<file path="src/rtl/uart_rx_fifo.sv">
// uart_rx_fifo: first-word-fall-through receive byte FIFO behind the UART receiver.
// Define UART_RX_FIFO_IRQ_EN to build the threshold/overrun/idle-timeout interrupt.
module uart_rx_fifo #(
  parameter int unsigned DEPTH_LOG2 = 4,
  parameter int unsigned THRESHOLD  = 8,
  parameter int unsigned TIMEOUT    = 1024
) (
  input  logic                  clk,
  input  logic                  reset,
  input  logic                  rx_done_tick,
  input  logic [7:0]            rx_data,
  input  logic                  rd_en,
  input  logic                  clr_overrun,
  output logic [7:0]            rd_data,
  output logic                  empty,
  output logic                  full,
  output logic [DEPTH_LOG2:0]   level,
  output logic                  overrun,
  output logic                  irq
);
  localparam int unsigned         DEPTH     = 1 << DEPTH_LOG2;
  localparam logic [DEPTH_LOG2:0] DEPTH_LVL = (DEPTH_LOG2 + 1)'(DEPTH);

  if (DEPTH_LOG2 < 1 || DEPTH_LOG2 > 8) begin : g_bad_depth
    $error("uart_rx_fifo: DEPTH_LOG2 out of range");
  end
  if (THRESHOLD < 1 || THRESHOLD > DEPTH) begin : g_bad_threshold
    $error("uart_rx_fifo: THRESHOLD out of range");
  end
  if (TIMEOUT < 2 || TIMEOUT > 65535) begin : g_bad_timeout
    $error("uart_rx_fifo: TIMEOUT out of range");
  end

  logic [7:0]            mem_q [DEPTH];
  logic [7:0]            mem_d [DEPTH];
  logic [DEPTH_LOG2-1:0] wr_ptr_q, wr_ptr_d;
  logic [DEPTH_LOG2-1:0] rd_ptr_q, rd_ptr_d;
  logic [DEPTH_LOG2:0]   level_q, level_d;
  logic                  overrun_q, overrun_d;
  logic                  push, pop;

  assign empty   = (level_q == '0);
  assign full    = (level_q == DEPTH_LVL);
  assign level   = level_q;
  assign overrun = overrun_q;
  assign rd_data = empty ? '0 : mem_q[rd_ptr_q];

  // A pop in the same cycle frees the slot, so a push into a full FIFO is still taken.
  assign push = rx_done_tick && (!full || rd_en);
  assign pop  = rd_en && !empty;

  always_comb begin
    mem_d    = mem_q;
    wr_ptr_d = wr_ptr_q;
    rd_ptr_d = rd_ptr_q;
    level_d  = level_q;
    if (push) begin
      mem_d[wr_ptr_q] = rx_data;
      wr_ptr_d        = wr_ptr_q + 1'b1;
    end
    if (pop) begin
      rd_ptr_d = rd_ptr_q + 1'b1;
    end
    case ({push, pop})
      2'b10:   level_d = level_q + 1'b1;
      2'b01:   level_d = level_q - 1'b1;
      default: level_d = level_q;
    endcase
    overrun_d = overrun_q;
    if (rx_done_tick && full && !rd_en) begin
      overrun_d = 1'b1;
    end else if (clr_overrun) begin
      overrun_d = 1'b0;
    end
  end

  always_ff @(posedge clk or negedge reset) begin
    if (!reset) begin
      wr_ptr_q  <= '0;
      rd_ptr_q  <= '0;
      level_q   <= '0;
      overrun_q <= 1'b0;
    end else begin
      wr_ptr_q  <= wr_ptr_d;
      rd_ptr_q  <= rd_ptr_d;
      level_q   <= level_d;
      overrun_q <= overrun_d;
    end
  end

  always_ff @(posedge clk) begin
    mem_q <= mem_d;
  end

`ifdef UART_RX_FIFO_IRQ_EN
  logic [15:0] idle_cnt_q, idle_cnt_d;
  logic        irq_q, irq_d;
  logic        timeout_hit;

  always_comb begin
    timeout_hit = (idle_cnt_q == 16'(TIMEOUT)) && (level_q != '0);
    idle_cnt_d  = idle_cnt_q;
    if (push || pop || (level_d == '0)) begin
      idle_cnt_d = '0;
    end else if (idle_cnt_q != 16'(TIMEOUT)) begin
      idle_cnt_d = idle_cnt_q + 16'd1;
    end
    irq_d = (level_d >= (DEPTH_LOG2 + 1)'(THRESHOLD)) || overrun_d || timeout_hit;
  end

  always_ff @(posedge clk or negedge reset) begin
    if (!reset) begin
      idle_cnt_q <= '0;
      irq_q      <= 1'b0;
    end else begin
      idle_cnt_q <= idle_cnt_d;
      irq_q      <= irq_d;
    end
  end

  assign irq = irq_q;
`else
  assign irq = 1'b0;
`endif

endmodule

</file>
<file path="config.mk">
export PLATFORM = sky130hd
export DESIGN_NAME = uart_rx_fifo
export DESIGN_NICKNAME = d
export VERILOG_FILES = /design/src/rtl/uart_rx_fifo.sv
export SDC_FILE = /design/constraint.sdc
export NUM_CORES = 1
export LEC_CHECK = 0
export CORE_MARGIN = 1
export CORE_UTILIZATION = 40
export CTS_CLUSTER_SIZE = 40
export DETAILED_ROUTE_END_ITERATION = 12
export GPL_TIMING_DRIVEN = 0
export MAX_ROUTING_LAYER = met4
export PLACE_DENSITY = 0.62
export SYNTH_ARGS = -nofsm -noshare
export SYNTH_HDL_FRONTEND = slang
export SYNTH_SLANG_ARGS = --single-unit
</file>
<file path="constraint.sdc">
create_clock -name clk -period 3.7 [get_ports clk]
set_input_delay 0.555 -clock clk [delete_from_list [all_inputs] [get_ports clk]]
set_output_delay 0.555 -clock clk [all_outputs]
set_load 0.02 [all_outputs]
</file>
==> flow_metrics.env <==
export IMPL_ys_warn_count=0
export IMPL_yosysUniqueCellTypes=46
export IMPL_gr_usage_all_layers_pct=17.6
export IMPL_path_class="flip-flop to output pin"
export IMPL_gp_congestion=0.785
export IMPL_hp_class="flip-flop to flip-flop"
export IMPL_row_count=43
export IMPL_synth_fp_nets=339
export IMPL_fp_dieW_um=123
export IMPL_worst_slew_pin_slew_ns=0.951
export IMPL_drv_slew=0
export IMPL_p_leak_nw=2.35
export IMPL_p_int_mw=3.81
export IMPL_share_seq_of_total_power_pct=37.2
export IMPL_start_util_pct=41.8
export IMPL_max_slew_margin_pct=36.4
export IMPL_p_comb_share_pct=34.8
export IMPL_setup_violations=0
export IMPL_avgViaCountPerCell=5.35
export IMPL_cts_htree_levels=4
export IMPL_dr_pass1_iters=4
export IMPL_top_usage_layer="met2"
export IMPL_routed_wl_um=11600
export IMPL_cp_top_family="buffers and inverters"
export IMPL_vias=2989
export IMPL_wire_per_inst_um=20.7
export IMPL_drc=0
export IMPL_worst_ir_drop_vdd_uv=334
export IMPL_grt_pass1_wl_um=17900
export IMPL_cap_violations=0
export IMPL_grt_use_met1_pct=22.5
export IMPL_grt_pass1_vias=3048
export IMPL_fin_ws_ns=0.138
export IMPL_antenna_cells=0
export IMPL_layout_commonest_cell="edfxtp_1"
export IMPL_clkSinkCount=142
export IMPL_ant_nets=0
export IMPL_crit_path_end_kind="output pin"
export IMPL_synth_edf_count=128
export IMPL_grt_max_degree=17
export IMPL_clk_path_buf_depth=2
export IMPL_finalHoldViolations=0
export IMPL_swShare_pct=31.7
export IMPL_fin_crit_ns=3.56
export IMPL_pwr_density_cell_nw_per_um2=797
export IMPL_die_y_um=123
export IMPL_worstPathCellList="buf_4, buf_2, buf_2, mux2_2, o21ai_0, a21oi_1, clkdlybuf4s50_1"
export IMPL_finalClockSkew_ns=0.00696
export IMPL_async_flop_share_pct=9.86
export IMPL_critical_path_max_stage_delay_ns=0.59
export IMPL_area_delta_synth_final_pct=18.7
export IMPL_clkTransAtPathRegs_ns=0.06
export IMPL_rsz0062_at_grt="no"
export IMPL_synth_main_ff_cell="edfxtp_1"
export IMPL_cts_tree="yes"
export IMPL_cp_slowest_cell="clkdlybuf4s50_1"
export IMPL_die_area_sq_um=15200
export IMPL_io_buffers=28
export IMPL_yosysTopAreaCellShare_pct=65.3
export IMPL_switching_power_mw=1.77
export IMPL_tns_ns=0
export IMPL_core_area_sq_um=14100
export IMPL_finalPower_mw=5.57
export IMPL_startpoint="rd_ptr_q[0]"
export IMPL_crit_fanout=10
export IMPL_r2r_start="level[4]"
export IMPL_ys_ff_latch=142
export IMPL_yosys_top_cells_area="edfxtp_1 (65%), mux4_2 (12%), dfrtp_1 (5.9%), ha_1 (1.9%), mux2_2 (1.7%)"
export IMPL_synth_cells=317
export IMPL_start_kind="flip-flop"
export IMPL_cp_arrival_ns=3.01
export IMPL_clockPowerShare_pct=28.0
export IMPL_outcome="completed"
export IMPL_fmax_mhz=281
export IMPL_crit_top_cell="buf_2"
export IMPL_io_pins=30
export IMPL_crit_required_ns=3.14
export IMPL_period_share_pct=96.3
export IMPL_root_buffer="clkbuf_16"
export IMPL_synth_top_area_cell="edfxtp_1"
export IMPL_path_buf_inv=4
export IMPL_post_cts_buffers=0
export IMPL_met3_usage_pct=3.74
export IMPL_synth_seq_area_share_pct=71.2
export IMPL_drt_first_iter_violations=226
export IMPL_gr_usage_met2_pct=27.9
export IMPL_hold_path_startpoint="overrun"
export IMPL_mappedNetlistArea_sq_um=5890
export IMPL_dp_hpwl_um=7410
export IMPL_final_nets=389
export IMPL_gr_total_overflow=0
export IMPL_place_ws_ns=0.159
export IMPL_avgSynthCellArea_sq_um=18.6
export IMPL_antenna_found_initial=0
export IMPL_final_cell_mix="edfxtp_1 (128), mux4_2 (32), clkdlybuf4s50_1 (28), clkbuf_16 (17), dfrtp_1 (14)"
export IMPL_drive_gt1_share_pct=25.9
export IMPL_cts_buffers=17
export IMPL_insertion_delay_ns=0.41
==> metal layers <==
metal | up-vias | part of all wire, %
li1 | 1362 | -
met1 | 1545 | 45
met2 | 71 | 50
met3 | 11 | 3.4
met4 | 0 | 0.96
met5 | - | 0
==> power by group through the flow <==
stage / Combinational (mW) / Clock [mW] / Sequential [mW]
floorplan: 1.28 / 0 / 2.11
global placement: 1.93 / 0 / 2.10
detailed placement: 1.98 / 0 / 2.10
CTS: 1.99 / 1.58 / 2.07
global route: 2.10 / 1.65 / 2.10
finish: 1.94 / 1.56 / 2.07
==> worst paths after layout <==
kind,to,slack [ns],cells past startpoint
worst max-delay path,rd_data[2],0.14,7
worst min-delay path,overrun,0.52,1
worst max register to register,level[4],0.38,11
worst min register to register,overrun,0.52,1
max in group asynchronous,rd_ptr_q[3],2.71,1
min in group asynchronous,level[1],0.55,1
==> through the flow <==
step / std cells / hold WS [ns] / util [%] / instance area [sq um]
final: 559 / 0.520 / 49.6 / 6990
after global routing: 559 / 0.558 / 49.6 / 6990
after CTS: 560 / 0.526 / 49.6 / 7000
after detailed placement: 529 / 0.504 / 45.8 / 6450
after global placement: 525 / 0.502 / 45.4 / 6400
after floorplan: 317 / 0.259 / - / 5890
==> state kept, by name (all words and copies together), names as in the netlist <==
name      count
level         5
wr_ptr_q      4
rd_ptr_q      4
overrun       1
mem_q       128
==> worst reg2reg max path, cell delays in order, from the launching register on <==
cell,delay (ns)
dfrtp_1,0.50
or3b_1,0.42
o31a_1,0.25
buf_2,0.17
inv_2,0.16
ha_1,0.22
clkbuf_1,0.36
xor2_1,0.13
ha_1,0.23
a22o_1,0.25
and4_1,0.19
or3_1,0.33
==> final cells by class <==
type	instances	area (sq um)
buffer	19	101
clock buffer	17	425
tap	180	225
timing repair buffer	32	310
clock inverter	14	120
sequential	142	4190
inverter	10	37.5
fill	1175	7100
multi-input combinational	145	1580
==> cells by family after synthesis <==
| group | Yosys count | synth area share (%) |
|---|---|---|
| other cells | 1 | 0.0637 |
| buf+inv | 30 | 2.42 |
| mux | 50 | 15.6 |
| simple gates | 47 | 4.61 |
| xor+xnor | 10 | 1.49 |
| flops | 142 | 71.2 |
| fa+ha+maj | 9 | 1.91 |
| compound gates | 28 | 2.74 |
==> cells in the mapped netlist, types with 2 or more instances <==
cell	n
nor2_1	12
a21oi_1	11
nand3_1	5
mux2i_1	8
mux2_2	9
nand4_1	2
buf_2	9
o21ai_0	10
a22o_1	2
ha_1	9
mux4_2	32
inv_1	9
and2_1	4
clkbuf_1	7
xnor2_1	7
xor2_1	3
edfxtp_1	128
buf_4	3
nor4_1	4
nand2_1	4
dfrtp_1	14
==> timing repair <==
action                                  in CTS  in global routing
hold buffers                                 0                  0
endpoints found under the setup margin       0                  4
resized for setup                            0                  0
Power figures use the tool's default switching activity.
